**config.mk**
```make
export PLATFORM = sky130hd
export DESIGN_NAME = mux_serializer_flat
export DESIGN_NICKNAME = d
export VERILOG_FILES = /design/src/rtl/mux_serializer_pkg.sv /design/src/rtl/mux_serializer_if.sv /design/src/rtl/mux_serializer_mux.sv /design/src/rtl/mux_serializer.sv /design/src/flat_wrapper.sv
export SDC_FILE = /design/constraint.sdc
export NUM_CORES = 1
export LEC_CHECK = 0
export BUFFER_PORTS_ARGS = -buffer_cell sky130_fd_sc_hd__buf_2
export CAP_MARGIN = 5
export CORE_ASPECT_RATIO = 1.75
export CORE_MARGIN = 2
export CORE_UTILIZATION = 40
export CTS_CLUSTER_DIAMETER = 50
export DETAILED_ROUTE_END_ITERATION = 16
export SKIP_CTS_REPAIR_TIMING = 1
export SLEW_MARGIN = 15
export SYNTH_ARGS = -nofsm -noshare
export SYNTH_HDL_FRONTEND = slang
export SYNTH_SLANG_ARGS = --single-unit
```
**constraint.sdc**
```tcl
create_clock -name clk -period 3.1 [get_ports clk]
set_input_delay 0 -clock clk [delete_from_list [all_inputs] [get_ports clk]]
set_output_delay 0 -clock clk [all_outputs]
set_load 0.03 [all_outputs]
```
**src/rtl/mux_serializer_pkg.sv**
```systemverilog
// Shared types and constants for the mux-driven serializer.
package mux_ser_pkg;

    localparam int WIDTH = 16;
    localparam int SEL_W = 4;
    localparam int LEN_W = 5;

    typedef enum logic {
        IDLE = 1'b0,
        SEND = 1'b1
    } state_t;

    // Requested length mapped to 1..WIDTH: zero means a full word, oversize clamps.
    function automatic logic [LEN_W-1:0] eff_len(input logic [LEN_W-1:0] len);
        if (len == '0 || len > LEN_W'(WIDTH))
            return LEN_W'(WIDTH);
        return len;
    endfunction

endpackage

```
**src/rtl/mux_serializer_if.sv**
```systemverilog
// Load handshake and serial stream bundle between producer, serializer and consumer.
interface mux_serializer_if;

    logic                           load_valid;
    logic                           load_ready;
    logic [mux_ser_pkg::WIDTH-1:0]  load_data;
    logic [mux_ser_pkg::LEN_W-1:0]  load_len;
    logic                           abort;
    logic                           ser_bit;
    logic                           ser_valid;
    logic                           ser_ready;
    logic                           ser_last;
    logic                           busy;

    // Environment side: produces words, consumes bits.
    modport master (
        output load_valid, load_data, load_len, abort, ser_ready,
        input  load_ready, ser_bit, ser_valid, ser_last, busy
    );

    // Serializer side.
    modport slave (
        input  load_valid, load_data, load_len, abort, ser_ready,
        output load_ready, ser_bit, ser_valid, ser_last, busy
    );

endinterface

```
**src/rtl/mux_serializer_mux.sv**
```systemverilog
// Existing 16:1 bit selector; purely combinational.
module mux #(
    parameter int WIDTH = 16,
    parameter int SEL_W = 4
) (
    input  logic [WIDTH-1:0] in,
    input  logic [SEL_W-1:0] sel,
    output logic             out
);

    assign out = in[sel];

endmodule

```
**src/rtl/mux_serializer.sv**
```systemverilog
// Holds a word on the mux input and walks the select, emitting one bit per beat.
module mux_serializer
    import mux_ser_pkg::*;
#(
    parameter bit MSB_FIRST = 1'b0
) (
    input  logic           clk,
    input  logic           rst_n,
    mux_serializer_if.slave bus
);

    localparam logic [SEL_W-1:0] SEL_ONE = SEL_W'(1);
    localparam logic [LEN_W-1:0] CNT_ONE = LEN_W'(1);

    state_t             r_state;
    logic [WIDTH-1:0]   r_word;
    logic [SEL_W-1:0]   r_sel;
    logic [LEN_W-1:0]   r_cnt;

    logic               w_send;
    logic               w_last;
    logic               w_beat;
    logic               w_final;
    logic               w_load_ready;
    logic               w_load;
    logic [LEN_W-1:0]   w_len_m1;
    logic               w_ser_bit;

    assign w_send       = (r_state == SEND);
    assign w_last       = w_send && (r_cnt == '0);
    // An abort swallows the beat, so nothing downstream of it may advance.
    assign w_beat       = w_send && bus.ser_ready && !bus.abort;
    assign w_final      = w_beat && w_last;
    assign w_load_ready = !w_send || w_final;
    assign w_load       = bus.load_valid && w_load_ready;
    assign w_len_m1     = eff_len(bus.load_len) - CNT_ONE;

    // Word/select/count registers and the IDLE/SEND state machine.
    always_ff @(posedge clk or negedge rst_n) begin
        if (!rst_n) begin
            r_state <= IDLE;
            r_word  <= '0;
            r_sel   <= '0;
            r_cnt   <= '0;
        end else if (w_load) begin
            // Covers both a load from IDLE and a gapless reload on the final beat.
            r_state <= SEND;
            r_word  <= bus.load_data;
            r_cnt   <= w_len_m1;
            r_sel   <= MSB_FIRST ? w_len_m1[SEL_W-1:0] : '0;
        end else if (w_send && bus.abort) begin
            r_state <= IDLE;
        end else if (w_final) begin
            // Leave the select where it is so it never steps past the word.
            r_state <= IDLE;
        end else if (w_beat) begin
            r_cnt <= r_cnt - CNT_ONE;
            r_sel <= MSB_FIRST ? (r_sel - SEL_ONE) : (r_sel + SEL_ONE);
        end
    end

    mux #(
        .WIDTH (WIDTH),
        .SEL_W (SEL_W)
    ) u_mux (
        .in  (r_word),
        .sel (r_sel),
        .out (w_ser_bit)
    );

    assign bus.ser_bit    = w_ser_bit;
    assign bus.ser_valid  = w_send;
    assign bus.ser_last   = w_last;
    assign bus.busy       = w_send;
    assign bus.load_ready = w_load_ready;

endmodule
```
**src/flat_wrapper.sv**
```systemverilog
// flat-port wrapper written by rule: the top's interface ports become plain ports
module mux_serializer_flat import mux_ser_pkg::*;
#(
    parameter bit MSB_FIRST = 1'b0
)
  (clk, rst_n, bus_load_valid, bus_load_data, bus_load_len, bus_abort, bus_ser_ready, bus_load_ready, bus_ser_bit, bus_ser_valid, bus_ser_last, bus_busy);
  mux_serializer_if bus_i ();
  input  logic clk;
  input  logic rst_n;
  input wire logic [$bits(bus_i.load_valid)-1:0] bus_load_valid;
  input wire logic [$bits(bus_i.load_data)-1:0] bus_load_data;
  input wire logic [$bits(bus_i.load_len)-1:0] bus_load_len;
  input wire logic [$bits(bus_i.abort)-1:0] bus_abort;
  input wire logic [$bits(bus_i.ser_ready)-1:0] bus_ser_ready;
  output wire logic [$bits(bus_i.load_ready)-1:0] bus_load_ready;
  output wire logic [$bits(bus_i.ser_bit)-1:0] bus_ser_bit;
  output wire logic [$bits(bus_i.ser_valid)-1:0] bus_ser_valid;
  output wire logic [$bits(bus_i.ser_last)-1:0] bus_ser_last;
  output wire logic [$bits(bus_i.busy)-1:0] bus_busy;
  assign bus_i.load_valid = bus_load_valid;
  assign bus_i.load_data = bus_load_data;
  assign bus_i.load_len = bus_load_len;
  assign bus_i.abort = bus_abort;
  assign bus_i.ser_ready = bus_ser_ready;
  assign bus_load_ready = bus_i.load_ready;
  assign bus_ser_bit = bus_i.ser_bit;
  assign bus_ser_valid = bus_i.ser_valid;
  assign bus_ser_last = bus_i.ser_last;
  assign bus_busy = bus_i.busy;
  mux_serializer #(.MSB_FIRST(MSB_FIRST)) u_core (.clk(clk), .rst_n(rst_n), .bus(bus_i));
endmodule
```
==> results_dict.tcl <==
set metrics [dict create \
    synth_top_family_by_area "simple AND/OR/NAND/NOR gates" \
    hold_viol 1 \
    netlist.area_leader.share 0.455 \
    ys_ff_latch 26 \
    yosys-top-cells-area "dfrtp_1 46%, nand2_1 14%, mux4_2 3.2%" \
    yosys.area_share.xor_xnor 0.0306 \
    crit_fanout 5 \
    start_kind "flip-flop" \
    holdWs_ns -0.0237 \
    grt_pass1_wl_um 5570 \
    track_usage 0.170 \
    synthArstFlopShare 1.00 \
    power_frac_clock 0.167 \
    hold_path_depth 2 \
    worstSkewPairLatency_ns 0.27 \
    setup-violations-final 0 \
    finalClockSkew_ns 0.00106 \
    peakVddDrop_uv 359 \
    arrival_ns 2.85 \
    drv_slew 0 \
    grt_start_max_net_pins 27 \
    path_clk_slew_ns 0.08 \
    dieArea_um2 4090 \
    stdcell_area_um2 1830 \
    avgSynthCellArea_um2 8.87 \
    rr_worst_depth 8 \
    fin_nets 237 \
    p_int_uw 704 \
    ant_nets 0 \
    portBuffers 30 \
    grt_pass1_vias 1330 \
    p_total_mw 1.11 \
    rows 28 \
    min_to "u_core.bus.busy" \
    synth_compound_area_frac 0.111 \
    synth_mux_area_frac 0.0674 \
    synth_fa_ha_area_frac 0.0263 \
    crit_type "reg2reg" \
    setup_ws_ns 0.404 \
    fillers 327 \
    synth_nets 190 \
    violations "hold timing" \
    numCtsBuffers 3 \
    reg2reg_to "u_core.r_cnt[4]" \
    fp.dieW_um 49.2 \
    antenna_found_initial 0 \
    wl_um 3330 \
    reg2reg_slack_ns 0.40 \
    clock-sinks 26 \
    fmax_mhz 371 \
    tightest_slew_ns 0.667 \
    pre_cts_slack_ns 0.409 \
    power_frac_comb 0.348 \
    min_path_type "in2reg" \
    ys.flop_type "dfrtp_1" \
    drive_above_1_share 0.199 \
    cts_max_path_buffers 2 \
    netlist_area_um2 1430 \
    drc_errors 0 \
    gp_congestion 0.894 \
    synth_edf_count 0 \
    status "finished with violations" \
    cts_root_buffer "clkbuf_8" \
    drv_cap 0 \
    finalCritPeriodShare 0.870 \
    min_period_ns 2.70 \
    p_switching_uw 408 \
    via_count 1321 \
    syn_inst 161 \
    ys_types 37 \
    required_ns 3.26 \
    core_area_um2 3400 \
    die_y_um 83.1 \
    initial_core_util 0.420 \
    rsz0062_at_grt "no" \
    end_kind "flip-flop" \
    ys_seq_area_frac 0.455 \
    power.share.switching 0.367 \
    diodes 0 \
    powerDensity_nw_per_um2 609 \
    area_growth_pct 27.8 \
    drtIter0Drc 38 \
    power_frac_seq 0.485 \
    pin_count 31 \
    cts_max_level 1 \
    drt-pass1-iter-count 4 \
    post-synth-top-area-cell "dfrtp_1" \
    placed_area_um2 1610 \
    worstHoldStart "bus_abort" \
    setup_tns_ns 0 \
    p_leak_nw 0.872 \
    relSlewSlack 0.555 \
    detail_route.wl_per_cell_um 13.3 \
    r2r-start "u_core.r_cnt[4]" \
    overflow 0 \
    synthSimpleGateAreaFrac 0.278 \
    cts_tree "yes" \
    hpwl_um 2460 \
    yosysMostFrequentCell "nand2_1" \
    yosysWarnings 0 \
    viasPerCell 5.26 \
    synth_common_cells "54 x nand2_1, 26 x dfrtp_1, 9 x nor2_1" \
]
[layout make-up]
class	count	area (um2)	share of cell area
clock buffers	3	41.3	0.0226
inverters	2	7.51	0.00411
multi-input cells	126	734	0.402
flip-flops and latches	26	651	0.356
well taps	45	56.3	0.0308
repair buffers	49	335	0.184
[worst max-delay path by stage]
stage / start / end / slack, ns / cells after the start
2_1_floorplan: u_core.r_cnt[3] / u_core.r_cnt[4] / 0.47 / 10
3_3_place_gp: u_core.r_cnt[3] / u_core.r_cnt[4] / 0.58 / 8
3_5_place_dp: u_core.r_cnt[3] / u_core.r_cnt[4] / 0.41 / 8
4_1_cts: u_core.r_cnt[4] / u_core.r_cnt[4] / 0.41 / 8
5_1_grt: u_core.r_cnt[4] / u_core.r_cnt[4] / 0.28 / 8
6_report: u_core.r_cnt[4] / u_core.r_cnt[4] / 0.40 / 8
[routing by layer]
layer | up-vias | track usage | share of wire
met2 | 28 | 0.318 | 0.55
met3 | 9 | 0.0198 | 0.024
met5 | - | 0 | 0
met1 | 636 | 0.184 | 0.40
met4 | 0 | 0.0779 | 0.025
li1 | 648 | - | -
[power by group through the flow]
stage	clock network (mW)	logic, mW	registers (mW)
finish	0.186	0.387	0.539
global route	0.204	0.434	0.553
detailed placement	0	0.378	0.545
global placement	0	0.366	0.536
floorplan	0	0.295	0.509
CTS	0.192	0.378	0.538
[sequential cells by signal, summed over array words and instances, names as in the netlist]
| name | count |
|---|---|
| u_core.r_cnt | 5 |
| u_core.bus.busy | 1 |
| u_core.r_sel | 4 |
| u_core.r_word | 16 |
[cell families (layout without fill, tap and decap cells)]
| family | after synthesis | in the layout |
|---|---|---|
| buf+inv | 9 | 54 |
| compound gates | 25 | 25 |
| mux | 7 | 7 |
| simple gates | 86 | 86 |
| fa+ha+maj | 3 | 3 |
| xor+xnor | 5 | 5 |
| flops | 26 | 26 |
[per-stage QoR]
stage,std cells,util,hold WS (ns)
after floorplan,161,-,-0.296
after global placement,231,0.475,0.0228
after detailed placement,231,0.475,0.0323
after CTS,234,0.487,-0.262
after global routing,251,0.537,0.00969
final,251,0.537,-0.0237
[cell usage in the layout (no fill, tap or decap), drive strengths merged, types with 3 or more instances in the layout]
master / instances
nand2: 54
buf: 32
dfrtp: 26
dlygate4sd3: 17
nor2: 9
o21ai: 9
a21oi: 5
mux2i: 4
xor2: 4
nand2b: 3
and3: 3
nand3: 3
nand3b: 3
nor2b: 3
ha: 3
clkbuf: 3
[critical path: stages (launching register included)]
cell     delay, ns
dfrtp_1       0.44
or4b_4        0.60
o21a_1        0.26
a21oi_1       0.21
ha_1          0.25
nor2b_1       0.23
nor2b_1       0.17
o21ai_0       0.10
a221o_1       0.33
Note: power is estimated with default switching activity, not from simulation.
